<file path="src/rtl/udp_cmd_pkg.sv">
// Shared types for the UDP command reader: frame FSM states and reject codes.
package udp_cmd_pkg;

  typedef enum logic [1:0] {
    IDLE    = 2'd0,
    PAYLOAD = 2'd1,
    DROP    = 2'd2
  } state_t;

  typedef enum logic [1:0] {
    ERR_NONE  = 2'd0,
    ERR_SHORT = 2'd1,
    ERR_LONG  = 2'd2,
    ERR_CHAN  = 2'd3
  } err_code_t;

endpackage

</file>
<file path="src/rtl/udp_cmd_reader.sv">
// Captures fixed-length UDP command payloads into per-channel output slices.
// A frame is one channel-select header byte plus CAPACITY payload bytes,
// closed by rx_end. Frames are checked for length and channel before commit.
//
//   state   | meaning
//   --------+----------------------------------------------------------
//   IDLE    | waiting for the channel-select header byte
//   PAYLOAD | collecting payload bytes into the staging buffer
//   DROP    | frame already rejected; swallow bytes until rx_end
module udp_cmd_reader
  import udp_cmd_pkg::*;
#(
  parameter int CAPACITY  = 4,
  parameter int CHANNELS  = 4,
  parameter int ZERO_TRIG = 1
) (
  input  logic                         clk,
  input  logic                         rst,
  input  logic                         valid,
  input  logic                         rx_end,
  input  logic [7:0]                   i_data,
  output logic [CHANNELS*CAPACITY*8-1:0] o_data,
  output logic [CHANNELS-1:0]          o_update,
  output logic                         trig,
  output logic                         error,
  output logic [1:0]                   err_code,
  output logic [15:0]                  frame_cnt
);

  localparam int SLICE_W = CAPACITY * 8;
  localparam int CNT_W   = $clog2(CAPACITY + 1);
  localparam int CH_W    = (CHANNELS > 1) ? $clog2(CHANNELS) : 1;
  localparam logic [CNT_W-1:0] CNT_FULL = CNT_W'(CAPACITY);

  state_t            state_q, state_d;
  logic [CNT_W-1:0]  cnt_q, cnt_d;
  logic [CH_W-1:0]   ch_q, ch_d;
  err_code_t         rsn_q, rsn_d;
  logic [7:0]        stage_q [CAPACITY];

  logic              hdr_ok;
  logic              wr_en;
  logic [SLICE_W-1:0] payload;
  logic              pl_zero;
  logic              do_commit;
  logic              do_trig;
  logic              do_err;
  err_code_t         code_d;

  // Header range check (9-bit compare so CHANNELS=256 accepts every byte)
  // and the staging write strobe, kept apart from the FSM so the
  // zero-payload detect below does not loop back through it.
  always_comb begin
    hdr_ok = ({1'b0, i_data} < 9'(CHANNELS));
    wr_en  = (state_q == PAYLOAD) && valid && (cnt_q < CNT_FULL);
  end

  // Payload as it will look after this cycle's byte lands; the first byte
  // goes to the MSB so a same-cycle last byte is seen by the commit.
  always_comb begin
    payload = '0;
    for (int i = 0; i < CAPACITY; i++) begin
      if (wr_en && (cnt_q == CNT_W'(i))) begin
        payload[(CAPACITY-i)*8-1 -: 8] = i_data;
      end else begin
        payload[(CAPACITY-i)*8-1 -: 8] = stage_q[i];
      end
    end
    pl_zero = (payload == '0);
  end

  // Next-state logic: consume this cycle's byte first, then, on rx_end,
  // judge the frame using the post-byte state and return to IDLE.
  always_comb begin
    state_d   = state_q;
    cnt_d     = cnt_q;
    ch_d      = ch_q;
    rsn_d     = rsn_q;
    do_commit = 1'b0;
    do_trig   = 1'b0;
    do_err    = 1'b0;
    code_d    = ERR_NONE;

    case (state_q)
      IDLE: begin
        if (valid) begin
          if (hdr_ok) begin
            ch_d    = i_data[CH_W-1:0];
            cnt_d   = '0;
            state_d = PAYLOAD;
          end else begin
            rsn_d   = ERR_CHAN;
            state_d = DROP;
          end
        end
      end
      PAYLOAD: begin
        if (valid) begin
          if (cnt_q < CNT_FULL) begin
            cnt_d = cnt_q + CNT_W'(1);
          end else begin
            rsn_d   = ERR_LONG;
            state_d = DROP;
          end
        end
      end
      DROP: begin
      end
      default: state_d = IDLE;
    endcase

    if (rx_end) begin
      case (state_d)
        PAYLOAD: begin
          if (cnt_d == CNT_FULL) begin
            if (pl_zero && (ZERO_TRIG != 0)) begin
              do_trig = 1'b1;
            end else begin
              do_commit = 1'b1;
            end
          end else begin
            do_err = 1'b1;
            code_d = ERR_SHORT;
          end
        end
        DROP: begin
          do_err = 1'b1;
          code_d = rsn_d;
        end
        default: begin
          do_err = 1'b1;
          code_d = ERR_SHORT;
        end
      endcase
      state_d = IDLE;
    end
  end

  // FSM state register.
  always_ff @(posedge clk) begin
    if (rst) begin
      state_q <= IDLE;
    end else begin
      state_q <= state_d;
    end
  end

  // Frame bookkeeping: byte count (saturates at CAPACITY), channel, reason.
  always_ff @(posedge clk) begin
    if (rst) begin
      cnt_q <= '0;
      ch_q  <= '0;
      rsn_q <= ERR_NONE;
    end else begin
      cnt_q <= cnt_d;
      ch_q  <= ch_d;
      rsn_q <= rsn_d;
    end
  end

  // Staging buffer; deliberately not cleared between frames since a
  // commit requires every entry to have been rewritten.
  always_ff @(posedge clk) begin
    if (rst) begin
      for (int i = 0; i < CAPACITY; i++) begin
        stage_q[i] <= '0;
      end
    end else begin
      for (int i = 0; i < CAPACITY; i++) begin
        if (wr_en && (cnt_q == CNT_W'(i))) begin
          stage_q[i] <= i_data;
        end
      end
    end
  end

  // Registered outputs: one-cycle pulses, held reject code, channel slices.
  always_ff @(posedge clk) begin
    if (rst) begin
      o_data    <= '0;
      o_update  <= '0;
      trig      <= 1'b0;
      error     <= 1'b0;
      err_code  <= 2'd0;
      frame_cnt <= '0;
    end else begin
      o_update <= '0;
      trig     <= do_trig;
      error    <= do_err;
      if (do_err) begin
        err_code <= code_d;
      end
      if (do_commit) begin
        frame_cnt <= frame_cnt + 16'd1;
        for (int k = 0; k < CHANNELS; k++) begin
          if (ch_q == CH_W'(k)) begin
            o_data[k*SLICE_W +: SLICE_W] <= payload;
            o_update[k]                  <= 1'b1;
          end
        end
      end
    end
  end

endmodule

</file>
<file path="config.mk">
export PLATFORM = sky130hd
export DESIGN_NAME = udp_cmd_reader
export DESIGN_NICKNAME = d
export VERILOG_FILES = /design/src/rtl/udp_cmd_pkg.sv /design/src/rtl/udp_cmd_reader.sv
export SDC_FILE = /design/constraint.sdc
export NUM_CORES = 1
export LEC_CHECK = 0
export BUFFER_PORTS_ARGS = -buffer_cell sky130_fd_sc_hd__buf_2
export CAP_MARGIN = 20
export CORE_MARGIN = 3
export CORE_UTILIZATION = 55
export DETAILED_ROUTE_END_ITERATION = 10
export GPL_TIMING_DRIVEN = 0
export PLACE_DENSITY_LB_ADDON = 0.08
export SLEW_MARGIN = 20
export SYNTH_ARGS = -nofsm -noshare
export SYNTH_HDL_FRONTEND = slang
export SYNTH_SLANG_ARGS = --single-unit
</file>
<file path="constraint.sdc">
create_clock -name clk -period 4.6 [get_ports clk]
set_input_delay 1.15 -clock clk [delete_from_list [all_inputs] [get_ports clk]]
set_output_delay 1.15 -clock clk [all_outputs]
set_load 0.03 [all_outputs]
</file>
# Word level (Yosys, flattened, before mapping)
# Memory sizes are Yosys's and may differ from the RTL's.
# Cells that the tools add are included.
[classes] n_reduce_logical=18 n_lt_le_gt_ge=2 add_sub_neg=2 n_eq_ne=11 bitwise_logic=8 mux=52
[ops] cell="8-bit 2-to-1 mux" count=8
[ops] cell="32-bit zero test" count=1
[ops] cell="1-bit 2-to-1 mux" count=27
[ops] cell="2-bit 2-to-1 mux" count=9
[ops] cell="16-bit by 1-bit adder with 16-bit output (second input constant)" count=1
[ops] cell="3-bit 2-to-1 mux" count=4
[ops] cell="2-bit equality test (second input constant)" count=4
[ops] cell="8-bit by 3-bit < comparator with 1-bit output (second input constant)" count=1
[ops] cell="2-bit case mux with 2 select lines" count=2
[ops] cell="2-bit AND reduction" count=4
[ops] cell="2-bit by 1-bit equality test with 1-bit output (second input constant)" count=3
[ops] cell="3-bit by 2-bit equality test with 1-bit output (second input constant)" count=2
[ops] cell="1-bit logical AND" count=6
[ops] cell="2-bit case mux with 3 select lines" count=1
[ops] cell="3-bit case mux with 2 select lines" count=1
[ops] cell="2-bit zero test" count=2
[ops] cell="1-bit NOT" count=4
[ops] cell="1-bit OR" count=4
[ops] cell="2-bit OR reduction" count=2
[ops] cell="4-bit OR reduction" count=1
[ops] cell="3-bit by 1-bit adder with 3-bit output (second input constant)" count=1
[ops] cell="3-bit by 1-bit equality test with 1-bit output (second input constant)" count=1
[ops] cell="3-bit equality test (second input constant)" count=1
[ops] cell="3-bit zero test" count=1
[ops] cell="other kinds (2)" count=2
[word_totals] out_inout_bits=152 input_bits=12 reg_bits=161 n_memories=1 ram_bits=32 elab_cells=107
[memory_table] name="stage_q" depth=4 word_bits=8 read_ports=4 rd_clocked_by_memory_dff=0 wr=4 line="udp_cmd_reader.sv:39" text="logic [7:0] stage_q [CAPACITY];"

# Logic depth before layout (Yosys ltp)
[logic_depth] word_depth=12 ltp_mapped=13 mapped_depth_nobuf=11

# Worst setup path after synthesis
# No wires, ideal clock.
[synth_timing] kind="in2reg" startpoint="input port i_data[4]" endpoint="register o_data[35]" arrival_ns=3.642 t_required_ns=4.479 path_buffers=1 slack_ns=0.838 setup_ns=0.121 path_stages=12 path_cell_list="nor4_1 > nand2_1 > nor2_1 > a22oi_1 > or2_2 > inv_1 > ha_1 > and4b_1 > o31ai_4 > nor3b_2 > buf_2 > mux2_2"
[synth_via] elab_chain_len=9 word_cells_on_any_way=19 classes_between="1 x order compare; 2 x eq/ne; 14 x mux; 2 x reduce/logical"
[synth_rtl] element="start, declared" line="udp_cmd_reader.sv:21" text="input logic [7:0] i_data,"
[synth_rtl] element="8-bit by 3-bit < comparator with 1-bit output" line="udp_cmd_reader.sv:54" text="hdr_ok = ({1'b0, i_data} < 9'(CHANNELS));"
[synth_rtl] element="3-bit 2-to-1 mux" line="udp_cmd_reader.sv:87" text="if (hdr_ok) begin"
[synth_rtl] element="3-bit 2-to-1 mux" line="udp_cmd_reader.sv:86" text="if (valid) begin"
[synth_rtl] element="3-bit case mux with 2 select lines" line="udp_cmd_reader.sv:84" text="case (state_q)"
[synth_rtl] element="3-bit equality test" line="udp_cmd_reader.sv:115" text="if (cnt_d == CNT_FULL) begin"
[synth_rtl] element="1-bit 2-to-1 mux" line="udp_cmd_reader.sv:115"
[synth_rtl] element="1-bit 2-to-1 mux (*)" line="udp_cmd_reader.sv:113" text="case (state_d)"
[synth_rtl] element="1-bit 2-to-1 mux (*)" line="udp_cmd_reader.sv:112" text="if (rx_end) begin"
[synth_rtl] element="2-bit AND reduction (no source line) (*)"
[synth_rtl] element="end signal, assigned by index" line="udp_cmd_reader.sv:197" text="o_data[k*SLICE_W +: SLICE_W] <= payload;"
[synth_rtl] element="end, declared" line="udp_cmd_reader.sv:22" text="output logic [CHANNELS*CAPACITY*8-1:0] o_data,"
# Every way passes the cells marked *; elsewhere a longest branch is shown, timed or not.
# A chain may end at the register's enable or synchronous reset.

# Final worst setup path
[layout_timing] startpoint="input port i_data[4]" endpoint="register o_data[57]"
# The elaborated chain is that of the path after synthesis.

==> results.sh <==
export IMPL_status="finished clean"
export IMPL_die_area_um2=17100
export IMPL_critPathSlowestCell="nor3b_2"
export IMPL_via_per_inst=5.50
export IMPL_post_synth_cell_area_avg_um2=10.1
export IMPL_crit_chain="buf_2 > nor4_1 > nand2_1 > nor2_1 > a22oi_1 > or2_2 > inv_1 > ha_1 > and4b_1 > o31ai_4 > nor3b_2 > buf_2 > mux2_2"
export IMPL_drt_wl_total_um=20900
export IMPL_max_freq_mhz=243
export IMPL_htreeDepth=4
export IMPL_cp_startpoint="i_data[4]"
export IMPL_tightestPinTransition_ps=726
export IMPL_clkLatencyLatePin_ps=430
export IMPL_synth_nets=862
export IMPL_dp_slack_ps=37.6
export IMPL_drive_above_1_share_pct=33.3
export IMPL_crit_top_cell="buf_2"
export IMPL_maxSlewViolCount=0
export IMPL_multi_input_area_um2=4090
export IMPL_finalPower_w=0.00333
export IMPL_cts_buffers_inserted=17
export IMPL_p_leak_nw=4.56
export IMPL_clk_pin_slew_ps=70
export IMPL_critical_path_top_delay_family="simple AND/OR/NAND/NOR gates"
export IMPL_dp_hpwl_um=14900
export IMPL_synth_cell_types=47
export IMPL_synth_main_ff_cell="dfxtp_1"
export IMPL_ys_ff_latch=193
export IMPL_synthCells=843
export IMPL_firstDrtPassIters=7
export IMPL_grt_overflow_total=0
export IMPL_die_width_um=131
export IMPL_arrival_ps=4430
export IMPL_synth_warnings=0
export IMPL_routedWlPerCell_um=17.1
export IMPL_end_kind="flip-flop"
export IMPL_vias=6719
export IMPL_area_growth_pct=19.0
export IMPL_post_cts_buffers=0
export IMPL_max_cap_viol_count=0
export IMPL_row_count=44
export IMPL_cts_hold_buffers_added=0
export IMPL_min_from="err_code[1]"
export IMPL_path_buf_inv=3
export IMPL_crit_fanout=10
export IMPL_critPathKind="primary input to flip-flop"
export IMPL_grt_pass1_vias=6335
export IMPL_ios=164
export IMPL_start_kind="primary input"
export IMPL_irDropWorstVdd_mv=0.328
export IMPL_initial_core_util_pct=57.6
export IMPL_layout_setup_ws_ps=489
export IMPL_r2r_slack_ps=1140
export IMPL_grt_pass1_wl_um=32600
export IMPL_skew_ps=7.65
export IMPL_yosysSeqAreaShare_pct=48.9
export IMPL_nFillCells=1219
export IMPL_clk_path_buf_depth=2
export IMPL_fin_crit_sh_pct=89.4
export IMPL_max_stage_delay_ps=590
export IMPL_synth_edf_count=32
export IMPL_synth_area_um2=8550
export IMPL_cts_tree="yes"
export IMPL_grt_max_degree=17
export IMPL_diodes=0
export IMPL_antenna_found_initial=0
export IMPL_final_nets=1043
export IMPL_track_usage_pct=24.4
export IMPL_synthArstFlopShare_pct=0
export IMPL_critPathRequiredTime_ps=4920
export IMPL_first_iter_violations=434
export IMPL_cts_repair_resized=0
export IMPL_drt_antenna_violating_nets=0
export IMPL_cellPowerDensity_nw_per_um2=327
export IMPL_place_area_um2=9600
export IMPL_cts_sinks=193
export IMPL_timing_final_crit_period_ps=4110
export IMPL_coreArea_um2=14900
export IMPL_design_area_um2=10200
export IMPL_portBuffers=162
export IMPL_tns_ps=0
export IMPL_die_height_um=131
export IMPL_drc_errors=0
export IMPL_slew_headroom_pct=51.4
export IMPL_cts_root_buffer="clkbuf_16"
export IMPL_seqCellArea_um2=4180
export IMPL_setup_violations=0
export IMPL_hp_class="flip-flop to flip-flop"
export IMPL_rsz0062_at_grt="false"
export IMPL_routabilityCongestion=0.942
export IMPL_regToRegStartpoint="cnt_q[0]"
export IMPL_hold_violations=0
power breakdown:
group / total [W] / internal [W] / leakage (nW) / switching (W)
clock network: 0.00148 / 0.000833 / 0.291 / 0.000646
registers: 0.00173 / 0.00173 / 1.63 / 0.00000761
logic: 0.000116 / 0.0000266 / 2.64 / 0.0000892
total: 0.00333 / 0.00259 / 4.56 / 0.000743
registers in the layout, summed over array words and instances (netlist names):
signal	flops
ch_q	2
cnt_q	3
err_code	2
error	1
frame_cnt	16
o_data	128
o_update	4
rsn_q	2
stage_q	32
state_q	2
trig	1
layer usage:
metal  GRT usage, %  vias up  wire length (µm)  share of wire, %
met3           5.85       23              1360               6.5
met2           39.6      223              9910                47
met4           6.29        0               296               1.4
li1               -     3264                 -                 -
met5              0        -                 0                 0
met1           33.1     3209              9300                45
cell usage in the layout (no fill, tap or decap), types with 12 or more instances in the layout:
master and n:
dfxtp_1 161, buf_2 176, nor2_1 31, edfxtp_1 32, nor2b_1 135, a21oi_1 52
o31ai_1 12, mux2_2 128, nand3_1 24, and2_1 33, clkbuf_16 17, nand2_1 69
clkbuf_1 39
logic make-up (layout without fill, tap and decap cells):
group	after synthesis	in the layout	share of synthesized area (%)
and+or+nand+nor	349	349	22.6
DFF	193	193	48.9
muxes	133	133	17.4
AOI/OAI and AO/OA	93	93	6.66
buffers and inverters	67	261	3.28
adders and majority gates	7	7	1.02
xor gates and xnor gates	1	1	0.102
worst reg2reg max path, stage by stage, from the launching register on:
cell,delay (ps)
dfxtp_1,360
inv_1,120
ha_1,270
inv_1,80
nor2_1,570
a221oi_1,200
nand4_1,230
o31ai_4,150
nor3b_2,590
buf_2,400
mux2_2,380
cell type report:
type                       count  share of cell area [%]
clock buffer                  20                    4.48
multi-input combinational    583                    40.2
clock inverter                12                    1.29
inverter                      10                   0.369
sequential                   193                    41.1
tap                          184                    2.26
buffer                        57                    2.38
timing repair buffer         162                    7.96
stage by stage:
stage / instances / hold WS, ps / utilization [%]
3_3_place_gp: 1189 / 435 / 64.6
6_report: 1221 / 461 / 68.5
4_1_cts: 1221 / 463 / 68.5
5_1_grt: 1221 / 494 / 68.5
3_5_place_dp: 1189 / 445 / 64.6
2_1_floorplan: 843 / 423 / -
final timing paths:
| path | endpoint | cells after the start |
|---|---|---|
| min reg2reg | err_code[1] | 2 |
| max reg2reg | o_data[57] | 10 |
| min | err_code[1] | 2 |
| max | o_data[57] | 13 |
cell usage after synthesis (11+ instances only):
master / n / share of area, %
nand3_1: 24 / 1.4
o21ai_0: 11 / 0.64
dfxtp_1: 161 / 38
nor2b_1: 135 / 9.9
and2_1: 33 / 2.4
nand2_1: 69 / 3.0
buf_2: 14 / 0.82
clkbuf_1: 38 / 1.7
a21oi_1: 52 / 3.0
o31ai_1: 12 / 1.1
mux2_2: 128 / 17
edfxtp_1: 32 / 11
nor3_1: 11 / 0.64
nor2_1: 31 / 1.4
Note: power is estimated with default switching activity, not from simulation.
